**src/rtl/seg_anim_pkg.sv**
```systemverilog
// seg_anim_pkg: shared types and constants for the seven-segment frame sequencer.
// Frame index width, last frame and loop counter width live here.
package seg_anim_pkg;

  typedef enum logic {
    IDLE = 1'b0,
    RUN  = 1'b1
  } state_t;

  localparam int COUNT_W = 3;
  localparam int LOOP_W  = 4;

  localparam logic [COUNT_W-1:0] LAST_FRAME  = 3'd7;
  localparam logic [COUNT_W-1:0] FIRST_FRAME = 3'd0;

  function automatic logic [COUNT_W-1:0] step_frame(
    input logic [COUNT_W-1:0] cur,
    input logic               rev
  );
    if (rev) begin
      step_frame = cur - COUNT_W'(1);
    end else begin
      step_frame = cur + COUNT_W'(1);
    end
  endfunction

  function automatic logic is_wrap(
    input logic [COUNT_W-1:0] cur,
    input logic               rev
  );
    if (rev) begin
      is_wrap = (cur == FIRST_FRAME);
    end else begin
      is_wrap = (cur == LAST_FRAME);
    end
  endfunction

endpackage

```
**src/rtl/seg_anim_sequencer_div.sv**
```systemverilog
// frame_tick_div: programmable prescaler producing one frame tick per i_div+1
// enabled cycles; the count freezes while i_en is low.
module frame_tick_div #(
  parameter int DIV_W = 16
) (
  input  logic             i_clk,
  input  logic             i_rst,
  input  logic             i_clr,
  input  logic             i_en,
  input  logic [DIV_W-1:0] i_div,
  output logic             o_tick
);

  logic [DIV_W-1:0] r_cnt;
  logic             w_hit;
  logic             w_tick;

  assign w_hit  = (r_cnt == i_div);
  assign w_tick = w_hit & i_en & ~i_clr;
  assign o_tick = w_tick;

  always_ff @(posedge i_clk or posedge i_rst) begin
    if (i_rst) begin
      r_cnt <= '0;
    end else if (i_clr || w_tick) begin
      r_cnt <= '0;
    end else if (i_en) begin
      r_cnt <= r_cnt + DIV_W'(1);
    end
  end

endmodule

```
**src/rtl/seg_anim_sequencer.sv**
```systemverilog
// seg_anim_sequencer: frame index sequencer feeding the seven-segment decoder.
// Optional reverse play is enabled by defining SEG_ANIM_REVERSE_EN.
module seg_anim_sequencer
  import seg_anim_pkg::*;
#(
  parameter int DIV_W = 16
) (
  input  logic               i_clk,
  input  logic               i_rst,
  input  logic               i_start,
  input  logic               i_stop,
  input  logic               i_enable,
  input  logic [DIV_W-1:0]   i_div,
  input  logic [LOOP_W-1:0]  i_loops,
`ifdef SEG_ANIM_REVERSE_EN
  input  logic               i_reverse,
`endif
  output logic [COUNT_W-1:0] o_count,
  output logic               o_step,
  output logic               o_busy,
  output logic               o_done
);

  state_t r_state;
  state_t w_state_nxt;

  logic [DIV_W-1:0]   r_div_q;
  logic [LOOP_W-1:0]  r_loops_q;
  logic [LOOP_W-1:0]  r_loop;
  logic [COUNT_W-1:0] r_count;
  logic               r_step;
  logic               r_done;

  logic               w_rev;
  logic               w_clr;
  logic               w_tick;
  logic               w_go;
  logic               w_wrap;
  logic               w_last;
  logic               w_finish;
  logic               w_busy;
  logic [LOOP_W-1:0]  w_loop_inc;
  logic [COUNT_W-1:0] w_cnt_nxt;
  logic [COUNT_W-1:0] w_cnt_load;

`ifdef SEG_ANIM_REVERSE_EN
  logic r_rev;

  always_ff @(posedge i_clk or posedge i_rst) begin
    if (i_rst) begin
      r_rev <= 1'b0;
    end else if (w_go) begin
      r_rev <= i_reverse;
    end
  end

  assign w_rev      = r_rev;
  assign w_cnt_load = i_reverse ? LAST_FRAME : FIRST_FRAME;
`else
  assign w_rev      = 1'b0;
  assign w_cnt_load = FIRST_FRAME;
`endif

  // Prescaler is held clear whenever we are not actively running.
  assign w_clr = (r_state != RUN) | i_stop;

  frame_tick_div #(
    .DIV_W (DIV_W)
  ) u_div (
    .i_clk  (i_clk),
    .i_rst  (i_rst),
    .i_clr  (w_clr),
    .i_en   (i_enable),
    .i_div  (r_div_q),
    .o_tick (w_tick)
  );

  assign w_go       = (r_state == IDLE) & i_start & ~i_stop;
  assign w_wrap     = is_wrap(r_count, w_rev);
  assign w_cnt_nxt  = step_frame(r_count, w_rev);
  assign w_loop_inc = r_loop + LOOP_W'(1);
  assign w_last     = w_wrap & (r_loops_q != '0) & (w_loop_inc == r_loops_q);
  assign w_finish   = w_tick & w_last;

  always_ff @(posedge i_clk or posedge i_rst) begin
    if (i_rst) begin
      r_state <= IDLE;
    end else begin
      r_state <= w_state_nxt;
    end
  end

  always_comb begin
    w_state_nxt = r_state;
    unique case (r_state)
      IDLE: begin
        if (w_go) begin
          w_state_nxt = RUN;
        end
      end
      RUN: begin
        if (i_stop || w_finish) begin
          w_state_nxt = IDLE;
        end
      end
      default: w_state_nxt = IDLE;
    endcase
  end

  always_comb begin
    w_busy = 1'b0;
    unique case (r_state)
      IDLE:    w_busy = 1'b0;
      RUN:     w_busy = 1'b1;
      default: w_busy = 1'b0;
    endcase
  end

  always_ff @(posedge i_clk or posedge i_rst) begin
    if (i_rst) begin
      r_div_q   <= '0;
      r_loops_q <= '0;
    end else if (w_go) begin
      r_div_q   <= i_div;
      r_loops_q <= i_loops;
    end
  end

  always_ff @(posedge i_clk or posedge i_rst) begin
    if (i_rst) begin
      r_count <= FIRST_FRAME;
      r_loop  <= '0;
      r_step  <= 1'b0;
      r_done  <= 1'b0;
    end else begin
      r_step <= 1'b0;
      r_done <= 1'b0;
      unique case (r_state)
        IDLE: begin
          r_loop  <= '0;
          r_count <= w_go ? w_cnt_load : FIRST_FRAME;
        end
        RUN: begin
          if (i_stop) begin
            r_count <= FIRST_FRAME;
            r_loop  <= '0;
          end else if (w_tick) begin
            r_step <= 1'b1;
            if (w_last) begin
              // Completion always parks the index at 0, also in reverse play.
              r_count <= FIRST_FRAME;
              r_loop  <= '0;
              r_done  <= 1'b1;
            end else begin
              r_count <= w_cnt_nxt;
              if (w_wrap) begin
                r_loop <= w_loop_inc;
              end
            end
          end
        end
        default: begin
          r_count <= FIRST_FRAME;
          r_loop  <= '0;
        end
      endcase
    end
  end

  assign o_count = r_count;
  assign o_step  = r_step;
  assign o_done  = r_done;
  assign o_busy  = w_busy;

endmodule

```
**config.mk**
```make
export PLATFORM = sky130hd
export DESIGN_NAME = seg_anim_sequencer
export DESIGN_NICKNAME = d
export VERILOG_FILES = /design/src/rtl/seg_anim_pkg.sv /design/src/rtl/seg_anim_sequencer_div.sv /design/src/rtl/seg_anim_sequencer.sv
export SDC_FILE = /design/constraint.sdc
export NUM_CORES = 1
export LEC_CHECK = 0
export ABC_CLOCK_PERIOD_IN_PS = 2180
export CAP_MARGIN = 20
export CORE_ASPECT_RATIO = 0.75
export CORE_MARGIN = 2
export CORE_UTILIZATION = 45
export CTS_CLUSTER_DIAMETER = 80
export CTS_CLUSTER_SIZE = 10
export DETAILED_ROUTE_END_ITERATION = 7
export PLACE_DENSITY = 0.66
export SLEW_MARGIN = 15
export SYNTH_ARGS = -nofsm -noshare
export SYNTH_HDL_FRONTEND = slang
export SYNTH_SLANG_ARGS = --single-unit
```
**constraint.sdc**
```tcl
create_clock -name i_clk -period 2.18 [get_ports i_clk]
set_input_delay 0.218 -clock i_clk [delete_from_list [all_inputs] [get_ports i_clk]]
set_output_delay 0.218 -clock i_clk [all_outputs]
set_load 0.02 [all_outputs]
```
==> summary.md, run 1 <==
| Metric | Value |
|---|---|
| DP Cell Count | just under 300 |
| Clock power share | between 20 and 30% |
| CTS tree | yes |
| Syn Inst Count | between 200 and 250 |
| Setup ws final | between 0.15 and 0.2 ns |
| Wire per inst | 14.3 um |
| RSZ-0062 raised after global routing | no |
| Clock Sink Count | 46 |
| Layout area overhead | 25.2% |
| DR vias/cell | 5.28 |
| Total CTS buffers | 5 |
| Fin. Hold Viols | 0 |
| Global-route wire length before repair | between 7000 and 8000 um |
| Max-slew violations | 0 |
| Final worst-path cycle share | 92.8% |
| NetSw | 0.576 mW |
| Die Span Y | 65.3 um |
| Hold Path Class | primary input to async pin |
| Clk root buf | clkbuf_8 |
| Crit-path cells | xor2_1, nor4_1, buf_4, nand4_1, or4_1, a21oi_1 |
| PwrDens | 768 nW/um^2 |
| Synth warn | 0 |
| Share of Yosys cell area claimed by the top area cell type | approximately 51% |
| Router iterations before antenna repair | 4 |
| Mapped Nets | 231 |
| Crit end category | flip-flop |
| Synthesized area | 2250 um^2 |
| Skew final | between 0.004 and 0.005 ns |
| Max incr delay on CP | approximately 0.46 ns |
| Worst slew pin tran | 0.713 ns |
| Slowest CP cell | dfrtp_1 |
| Number of fill cells | about 430 |
| Initial antenna violation count | 0 |
| IO Pins | 31 |
| # diodes | 0 |
| Outcome | finished, final reports clean |
| TNS Setup | 0 ns |
| P_int | around 1.6 mW |
| Clock transition at path regs | ~0.090 ns |
| Kind of critical path | flip-flop to flip-flop |
| Max clock buf depth | 2 |
| Fin nets | between 200 and 300 |
| Num rows | 22 |
| VDD IR max | ~550 uV |
| Ys flop type | dfrtp_1 |
| Count leader, synth | dfrtp_1 |
| Critical Path RT | 2.40 ns |
| Distinct cell type count after synthesis | 37 |
| Number of synthesized flops with an enable pin | 0 |
| Worst slew margin | between 50% and 60% |
| Global Route Usage Sum | 17.6% |
| Synth top cells by count | 46 x dfrtp_1, 18 x mux2_2, 18 x nor2_1, 17 x xnor2_1, 14 x xor2_1 |
| Pre-CTS setup slack | around 0.049 ns |
| Number of global-route vias before repair | 1,618 |
| PostCTS Resize Cnt | 0 |
| Htree depth | 2 |
| Finish-stage setup viols | 0 |
| DR DRC count | 0 |
| Largest net degree at the start of global routing | 29 |
| Global route overflow | 0 |
| Sequential share of power | slightly above 50% |
| Core Area | 4840 um^2 |
| RePlAce Congestion | roughly 0.85 |
| Non-Filler Instances | around 310 |
| DIE AREA | ~5600 um^2 |
| Cts-stage hold buffer count | 0 |
| Die width | roughly 86 um |
| Asr flop ratio synth | 100% |
| Yosys top cell by area | dfrtp_1 |
| Crit start category | flip-flop |
| Layout cells sized above 1 | ~17% |
| Post-CTS setup buffer count | 0 |
| Initial Util | a little under half |
| Overall Power | approximately 2.2 mW |
| Seq cells post-synth | 46 |
| Crit Path Max Fanout | 5 |
| Syn Area/Cell | 11.1 um^2 |
| Fin crit period | around 2 ns |
| Port bufs | 30 |
| Post-DP HPWL | 3240 um |
| Static Leak | 1.19 nW |
| Initial drt markers | around 130 |
| Critical path arrival | about 2.3 ns |
| Synth area leaders | dfrtp_1 51%, mux2_2 9.0%, xnor2_1 6.6%, xor2_1 5.4%, nor2_1 3.0% |
| Register area share after synthesis | ~51% |
| Clk_lat worst skew | approximately 0.3 ns |
| Via Count | 1,615 |
| Fmax | just under 0.5 GHz |
| Switching Share | approximately a quarter |
| Post-route ant nets | 0 |
| Combinational group share of total power | 20.6% |
| Detailed Route WL | about 4400 um |
| Number of max-cap violations | 0 |
state kept, by name (all words and copies together) (netlist names):
signal,cells
o_done,1
r_loop,4
r_state,1
r_div_q,16
o_count,3
r_loops_q,4
o_step,1
u_div.r_cnt,16
kinds of logic after synthesis:
family | after synthesis | synth area share, %
AOI/OAI and AO/OA | 21 | 6.34
xor gates and xnor gates | 32 | 13.1
and+or+nand+nor | 69 | 15.7
adders and majority gates | 4 | 2.22
muxes | 19 | 9.45
buffers and inverters | 11 | 2.00
DFF | 46 | 51.1
metal layers:
layer,wire (um),vias to the layer above,GRT usage (%)
met5,0,-,0
met4,60,0,5.36
met3,231,6,4.15
met2,1700,42,25.3
met1,2400,766,26.3
li1,-,801,-
cell type report:
class | instances | area (um^2) | share of cell area (%)
multi-input cells | 145 | 1070 | 37.8
clock buffers | 5 | 68.8 | 2.44
clock inverters | 3 | 40.0 | 1.42
well taps | 60 | 75.1 | 2.66
flip-flops and latches | 46 | 1150 | 40.8
inverters | 6 | 22.5 | 0.799
repair buffers | 41 | 395 | 14.0
through the flow:
step / hold WS, ns / instance area [um^2] / utilization, %
global route: 0.311 / 2820 / 58.2
detailed placement: 0.517 / 2700 / 55.8
floorplan: 0.335 / 2250 / -
CTS: 0.259 / 2810 / 58.1
global placement: 0.514 / 2700 / 55.8
finish: 0.245 / 2820 / 58.2
cells in the final DEF (no fill, tap or decap), types with 2 or more instances in the layout:
cell type | synthesis | final
a21oi_1 | 3 | 3
a22o_1 | 3 | 3
and3_1 | 7 | 7
buf_4 | 0 | 10
clkbuf_8 | 0 | 5
clkdlybuf4s50_1 | 0 | 30
clkinv_2 | 0 | 2
dfrtp_1 | 46 | 46
ha_1 | 4 | 4
inv_1 | 6 | 5
mux2_2 | 18 | 18
nand2_1 | 10 | 10
nand2b_1 | 2 | 2
nand3_1 | 6 | 6
nand4_1 | 7 | 7
nor2_1 | 18 | 18
nor3_1 | 6 | 5
nor4_1 | 4 | 4
o21ai_0 | 5 | 4
o21ai_1 | 1 | 2
o22ai_1 | 2 | 2
or4_1 | 2 | 2
xnor2_1 | 17 | 17
xor2_1 | 14 | 14
power by group through the flow:
stage               registers (mW)  clock network (mW)  logic (mW)
floorplan                     1.08                   0       0.319
global placement              1.11                   0       0.437
detailed placement            1.11                   0       0.447
CTS                           1.09               0.640       0.449
global route                  1.11               0.665       0.501
finish                        1.09               0.625       0.446
worst paths after layout:
| kind | slack (ns) | cells after the start | startpoint | endpoint |
|---|---|---|---|---|
| max in group asynchronous | 1.40 | 3 | i_rst | u_div.r_cnt[3] |
| min in group i_clk | 0.48 | 3 | i_div[2] | r_div_q[2] |
| worst min register to register | 0.53 | 1 | r_div_q[12] | r_div_q[12] |
| worst max-delay path | 0.16 | 6 | u_div.r_cnt[9] | r_loop[0] |
| worst max register to register | 0.16 | 6 | u_div.r_cnt[9] | r_loop[0] |
| worst min-delay path | 0.24 | 2 | i_rst | o_step |
critical path: cells and delay by family (launching register included):
kind,cells,cell delay (ns)
buffers and inverters,1,0.18
AOI/OAI and AO/OA,1,0.16
and+or+nand+nor,3,0.96
xor gates and xnor gates,1,0.19
DFF,1,0.46
No activity file was read; power rests on OpenSTA's default activity.
==> run 2, diff against run 1 <==
--- a/config.mk
+++ b/config.mk
@@ -7,13 +7,13 @@
 export LEC_CHECK = 0
 export ABC_CLOCK_PERIOD_IN_PS = 2180
 export CAP_MARGIN = 20
-export CORE_ASPECT_RATIO = 0.75
+export CORE_ASPECT_RATIO = 1.5
 export CORE_MARGIN = 2
-export CORE_UTILIZATION = 45
+export CORE_UTILIZATION = 40
 export CTS_CLUSTER_DIAMETER = 80
 export CTS_CLUSTER_SIZE = 10
 export DETAILED_ROUTE_END_ITERATION = 7
-export PLACE_DENSITY = 0.66
+export PLACE_DENSITY = 0.59
 export SLEW_MARGIN = 15
 export SYNTH_ARGS = -nofsm -noshare
 export SYNTH_HDL_FRONTEND = slang
==> summary.md, run 2 (synthesis results as in run 1) <==
| Metric | Value |
|---|---|
| Outcome | finished, final reports clean |
| Largest net degree at the start of global routing | 47 |
| Overall Power | ~2.2 mW |
| Fin. Hold Viols | 0 |
| Multi-input combinational cell area | roughly 1100 um^2 |
| Number of global-route vias before repair | between 1,500 and 2,000 |
| Switching Share | around a quarter |
| Clock transition at path regs | roughly 0.08 ns |
| Largest regs | r_div_q x16, u_div.r_cnt x16 |
| Initial drt markers | between 50 and 60 |
| DIE AREA | roughly 6300 um^2 |
| Finish-stage setup viols | 0 |
| Post-route ant nets | 0 |
| Fmax | 0.500 GHz |
| Number of max-cap violations | 0 |
| # diodes | 0 |
| Global Route Usage Sum | about 17% |
| Wire per inst | 14.2 um |
| Skew final | 0.00455 ns |
| Crit Path Max Fanout | 4 |
| Layout area overhead | 25.9% |
| Initial Util | 41.3% |
| Sequential share of power | between 50% and 60% |
| CTS tree | yes |
| Crit end category | flip-flop |
| Fin nets | between 200 and 300 |
| Port bufs | 30 |
| Final core occ | approximately 52% |
| Global route overflow | 0 |
| Clock power share | slightly below 30% |
| VDD IR max | around 460 uV |
| RePlAce Congestion | roughly 0.83 |
| Worst slew margin | about three fifths |
| Commonest non-fill, non-tap cell in the layout | dfrtp_1 |
| Die width | roughly 65 um |
| Initial antenna violation count | 0 |
| Die Span Y | about 96 um |
| Detailed Route WL | around 4500 um |
| Router iterations before antenna repair | 4 |
| Max-slew violations | 0 |
| IO Pins | 31 |
| Static Leak | about 1.2 nW |
| Core Area | between 5000 and 6000 um^2 |
| RSZ-0062 raised after global routing | no |
| Via Count | 1,653 |
| Critical Path RT | about 2.4 ns |
| DR vias/cell | 5.20 |
| Combinational group share of total power | approximately 20% |
| Number of fill cells | ~520 |
| Worst r2r path cells | 7 |
| Crit start category | flip-flop |
| TNS Setup | 0 ns |
| PwrDens | between 700 and 800 nW/um^2 |
| Fin crit period | between 1.5 and 2 ns |
| Final worst-path cycle share | 91.7% |
| Hold Path Class | primary input to async pin |
| Post-DP HPWL | ~3400 um |
| DR DRC count | 0 |
| Critical path arrival | ~2.2 ns |
| Post-CTS setup buffer count | 0 |
| Max clock buf depth | 2 |
| NetSw | approximately 0.57 mW |
| Kind of critical path | flip-flop to flip-flop |
| Clock Sink Count | 46 |
| Clk_lat worst skew | around 0.3 ns |
| Clk root buf | clkbuf_8 |
| Layout cells sized above 1 | approximately 17% |
| Total CTS buffers | 5 |
| Num rows | 33 |
| Commonest non-fill, non-tap cells in the layout | 46 x dfrtp_1, 30 x clkdlybuf4s50_1, 18 x nor2_1, 18 x mux2_2, 17 x xnor2_1 |
| Register Area | about 1200 um^2 |
| Global-route wire length before repair | approximately 8000 um |
| Htree depth | 2 |
| Worst slew pin tran | roughly 0.58 ns |
| P_int | 1.59 mW |
[run 2: cell types whose count changed in the layout (fill, tap and decap cells not counted), sizes merged]
| cell | delta |
|---|---|
| clkbuf | +1 |
| clkinvlp | +1 |
| buf | +2 |
| clkinv | -2 |
[run 2: power groups by stage]
stage / sequential [mW] / clock, mW / combinational [mW]
3_3_place_gp: 1.11 / 0 / 0.442
3_5_place_dp: 1.11 / 0 / 0.448
6_report: 1.09 / 0.625 / 0.445
4_1_cts: 1.09 / 0.648 / 0.450
2_1_floorplan: 1.08 / 0 / 0.319
5_1_grt: 1.11 / 0.695 / 0.501
[run 2: final cells by class]
type / count / area share [%]
well taps: 70 / 3.09
inverters: 6 / 0.795
flip-flops and latches: 46 / 40.6
clock buffers: 6 / 2.56
clock inverters: 2 / 1.32
repair buffers: 43 / 14.0
multi-input cells: 145 / 37.6
[run 2: routing by layer]
metal,routed length [um],vias to the layer above,track usage (%)
li1,-,803,-
met1,1760,814,19.3
met2,2530,26,29.8
met5,0,-,0
met4,123,0,7.81
met3,113,10,3.27
[run 2: worst paths after layout]
check / startpoint / to / slack, ns
worst max-delay path: o_count[0] / r_loop[3] / 0.18
worst min-delay path: i_rst / r_div_q[11] / 0.38
worst max register to register: o_count[0] / r_loop[3] / 0.18
worst min register to register: r_div_q[9] / r_div_q[9] / 0.53
max in group asynchronous: i_rst / u_div.r_cnt[9] / 1.41
min in group i_clk: i_div[7] / r_div_q[7] / 0.47
[run 2: timing repair]
action | 4_1_cts | 5_1_grt
hold buffers | 0 | 0
hold endpoints to repair | 0 | 0
endpoints found under the setup margin | 0 | 4
gates resized for setup | 0 | 3
[run 2: per-stage QoR]
step / instance area, um^2 / std cells / worst slack (ns) / hold WS (ns)
floorplan: 2250 / 202 / 0.201 / 0.335
global placement: 2720 / 310 / 0.0335 / 0.511
detailed placement: 2720 / 310 / 0.0239 / 0.518
CTS: 2830 / 318 / 0.122 / 0.398
global route: 2830 / 318 / 0.0392 / 0.425
finish: 2830 / 318 / 0.180 / 0.377
[run 2: critical path, stage by stage, from the launching register on]
cell and delay (ns):
dfrtp_1 0.39, ha_1 0.17, ha_1 0.23, inv_1 0.09, nor3_1 0.29, nand3_1 0.14
a2111oi_1 0.43, o22ai_1 0.12
==> run 3, diff against run 2 <==
--- a/config.mk
+++ b/config.mk
@@ -13,7 +13,7 @@
 export CTS_CLUSTER_DIAMETER = 80
 export CTS_CLUSTER_SIZE = 10
 export DETAILED_ROUTE_END_ITERATION = 7
-export PLACE_DENSITY = 0.59
+export PLACE_DENSITY_LB_ADDON = 0.15
 export SLEW_MARGIN = 15
 export SYNTH_ARGS = -nofsm -noshare
 export SYNTH_HDL_FRONTEND = slang
==> summary.md, run 3 (synthesis results as in run 1) <==
| Metric | Value |
|---|---|
| Outcome | finished, final reports clean |
| Number of max-cap violations | 0 |
| Clk_lat worst skew | roughly 0.3 ns |
| DR vias/cell | 5.18 |
| Global-route wire length before repair | between 7000 and 8000 um |
| Fin. Hold Viols | 0 |
| Kind of critical path | flip-flop to flip-flop |
| Reg2reg end | r_state |
| Crit start category | flip-flop |
| Commonest non-fill, non-tap cell in the layout | dfrtp_1 |
| RSZ-0062 raised after global routing | no |
| Largest regs | r_div_q x16, u_div.r_cnt x16 |
| Commonest non-fill, non-tap cells in the layout | 46 x dfrtp_1, 30 x clkdlybuf4s50_1, 18 x nor2_1, 18 x mux2_2, 17 x xnor2_1 |
| DP Cell Count | slightly above 300 |
| Clock transition at path regs | about 0.090 ns |
| Hold Path Class | primary input to async pin |
| Die Span Y | between 90 and 100 um |
| Global route overflow | 0 |
| Largest net degree at the start of global routing | 27 |
| Initial drt markers | 57 |
| Port bufs | 30 |
| Finish-stage setup viols | 0 |
| Crit Reg-Reg Startpoint | u_div.r_cnt[6] |
| # diodes | 0 |
| Fin nets | about 280 |
| CTS tree | yes |
| Static Leak | 1.22 nW |
| Num rows | 33 |
| Skew final | 0.00688 ns |
| NetSw | slightly below 0.6 mW |
| Clock Sink Count | 46 |
| Non-Filler Instances | around 320 |
| Worst slew pin tran | just under 0.6 ns |
| Crit path to | r_state |
| PwrDens | 805 nW/um^2 |
| Critical path arrival | roughly 2.2 ns |
| Via Count | roughly 1,600 |
| Worst slew margin | roughly 60% |
| Worst Setup SP | u_div.r_cnt[6] |
| Router iterations before antenna repair | 4 |
| Fmax | around 0.50 GHz |
| Placed standard-cell area | 2730 um^2 |
| DIE AREA | 6260 um^2 |
| Post-CTS setup buffer count | 0 |
| Initial antenna violation count | 0 |
| Max clock buf depth | 2 |
| Post-route cell area | just under 3000 um^2 |
| Die width | around 65 um |
| Global Route Usage Sum | between 15 and 20% |
| Sequential share of power | about 47% |
| DR DRC count | 0 |
| Post-route ant nets | 0 |
| RePlAce Congestion | around 0.87 |
| Worst r2r path cells | 5 |
| Clock power share | between 30 and 40% |
| P_int | 1.74 mW |
| Layout cells sized above 1 | between 10% and 20% |
| Final worst-path cycle share | around 92% |
| Number of global-route vias before repair | about 1,700 |
| Combinational group share of total power | 19.5% |
| Htree depth | 2 |
| Clk root buf | clkbuf_8 |
| R2r setup slk | ~0.16 ns |
| Switching Share | between 20% and 30% |
| VDD IR max | approximately 430 uV |
| Initial Util | slightly above 40% |
| Critical Path RT | 2.35 ns |
| Post-DP HPWL | 3470 um |
| IO Pins | 31 |
| Fin crit period | slightly above 2 ns |
| Layout area overhead | 28.1% |
| Total CTS buffers | 5 |
| Wire per inst | 14.2 um |
| Detailed Route WL | 4520 um |
| Crit Path Max Fanout | 5 |
| Crit end category | flip-flop |
| Core Area | 5450 um^2 |
| Max-slew violations | 0 |
run 3: cell count changes in the layout (fill, tap and decap cells not counted), sizes merged:
cell	change
clkinvlp	-1
clkinv	-1
bufinv	+1
inv	+1
run 3: critical path, cell delays in order (launching register included):
cell and delay (ns):
dfrtp_1 0.44, xnor2_1 0.20, nand4_1 0.17, nor4_1 0.48
a21oi_1 0.30, a211o_1 0.31
run 3: layer usage:
metal / track usage [%] / vias to the layer above / routed length, um
li1: - / 799 / -
met1: 19.9 / 813 / 1820
met2: 29.3 / 28 / 2500
met3: 3.16 / 7 / 114
met4: 6.25 / 0 / 96
met5: 0 / - / 0
run 3: power by group through the flow:
stage / Sequential [mW] / Combinational [mW] / Clock [mW]
floorplan: 1.08 / 0.319 / 0
global placement: 1.11 / 0.445 / 0
detailed placement: 1.12 / 0.453 / 0
CTS: 1.10 / 0.456 / 0.798
global route: 1.11 / 0.502 / 0.834
finish: 1.09 / 0.453 / 0.774
run 3: area by class of cell:
cell class	instances	area, um^2
inverters	6	22.5
flip-flops and latches	46	1150
multi-input cells	145	1060
clock inverters	2	60.1
repair buffers	43	414
well taps	70	87.6
fillers	535	2570
clock buffers	6	82.6
run 3: worst min path at each step:
| stage | to | slack [ns] |
|---|---|---|
| floorplan | r_div_q[2] | 0.33 |
| global placement | r_div_q[12] | 0.51 |
| detailed placement | r_div_q[12] | 0.52 |
| CTS | o_step | 0.26 |
| global route | o_step | 0.29 |
| finish | o_step | 0.26 |
run 3: per-stage QoR:
stage | TNS (ns) | utilization (%) | total power, mW | hold WS, ns | worst slack, ns
2_1_floorplan | 0 | - | 1.40 | 0.335 | 0.201
4_1_cts | 0 | 52.7 | 2.35 | 0.264 | 0.0633
6_report | 0 | 52.9 | 2.32 | 0.256 | 0.164
5_1_grt | 0 | 52.9 | 2.45 | 0.295 | 0.0449
3_5_place_dp | -0.00952 | 50.1 | 1.57 | 0.516 | -0.00952
3_3_place_gp | -0.0137 | 50.1 | 1.56 | 0.512 | -0.0137
run 3: repair_timing:
action | CTS | global route
hold buffers | 0 | 0
gates resized for setup | 0 | 4
setup endpoints to repair | 0 | 16
endpoints found under the hold margin | 0 | 0
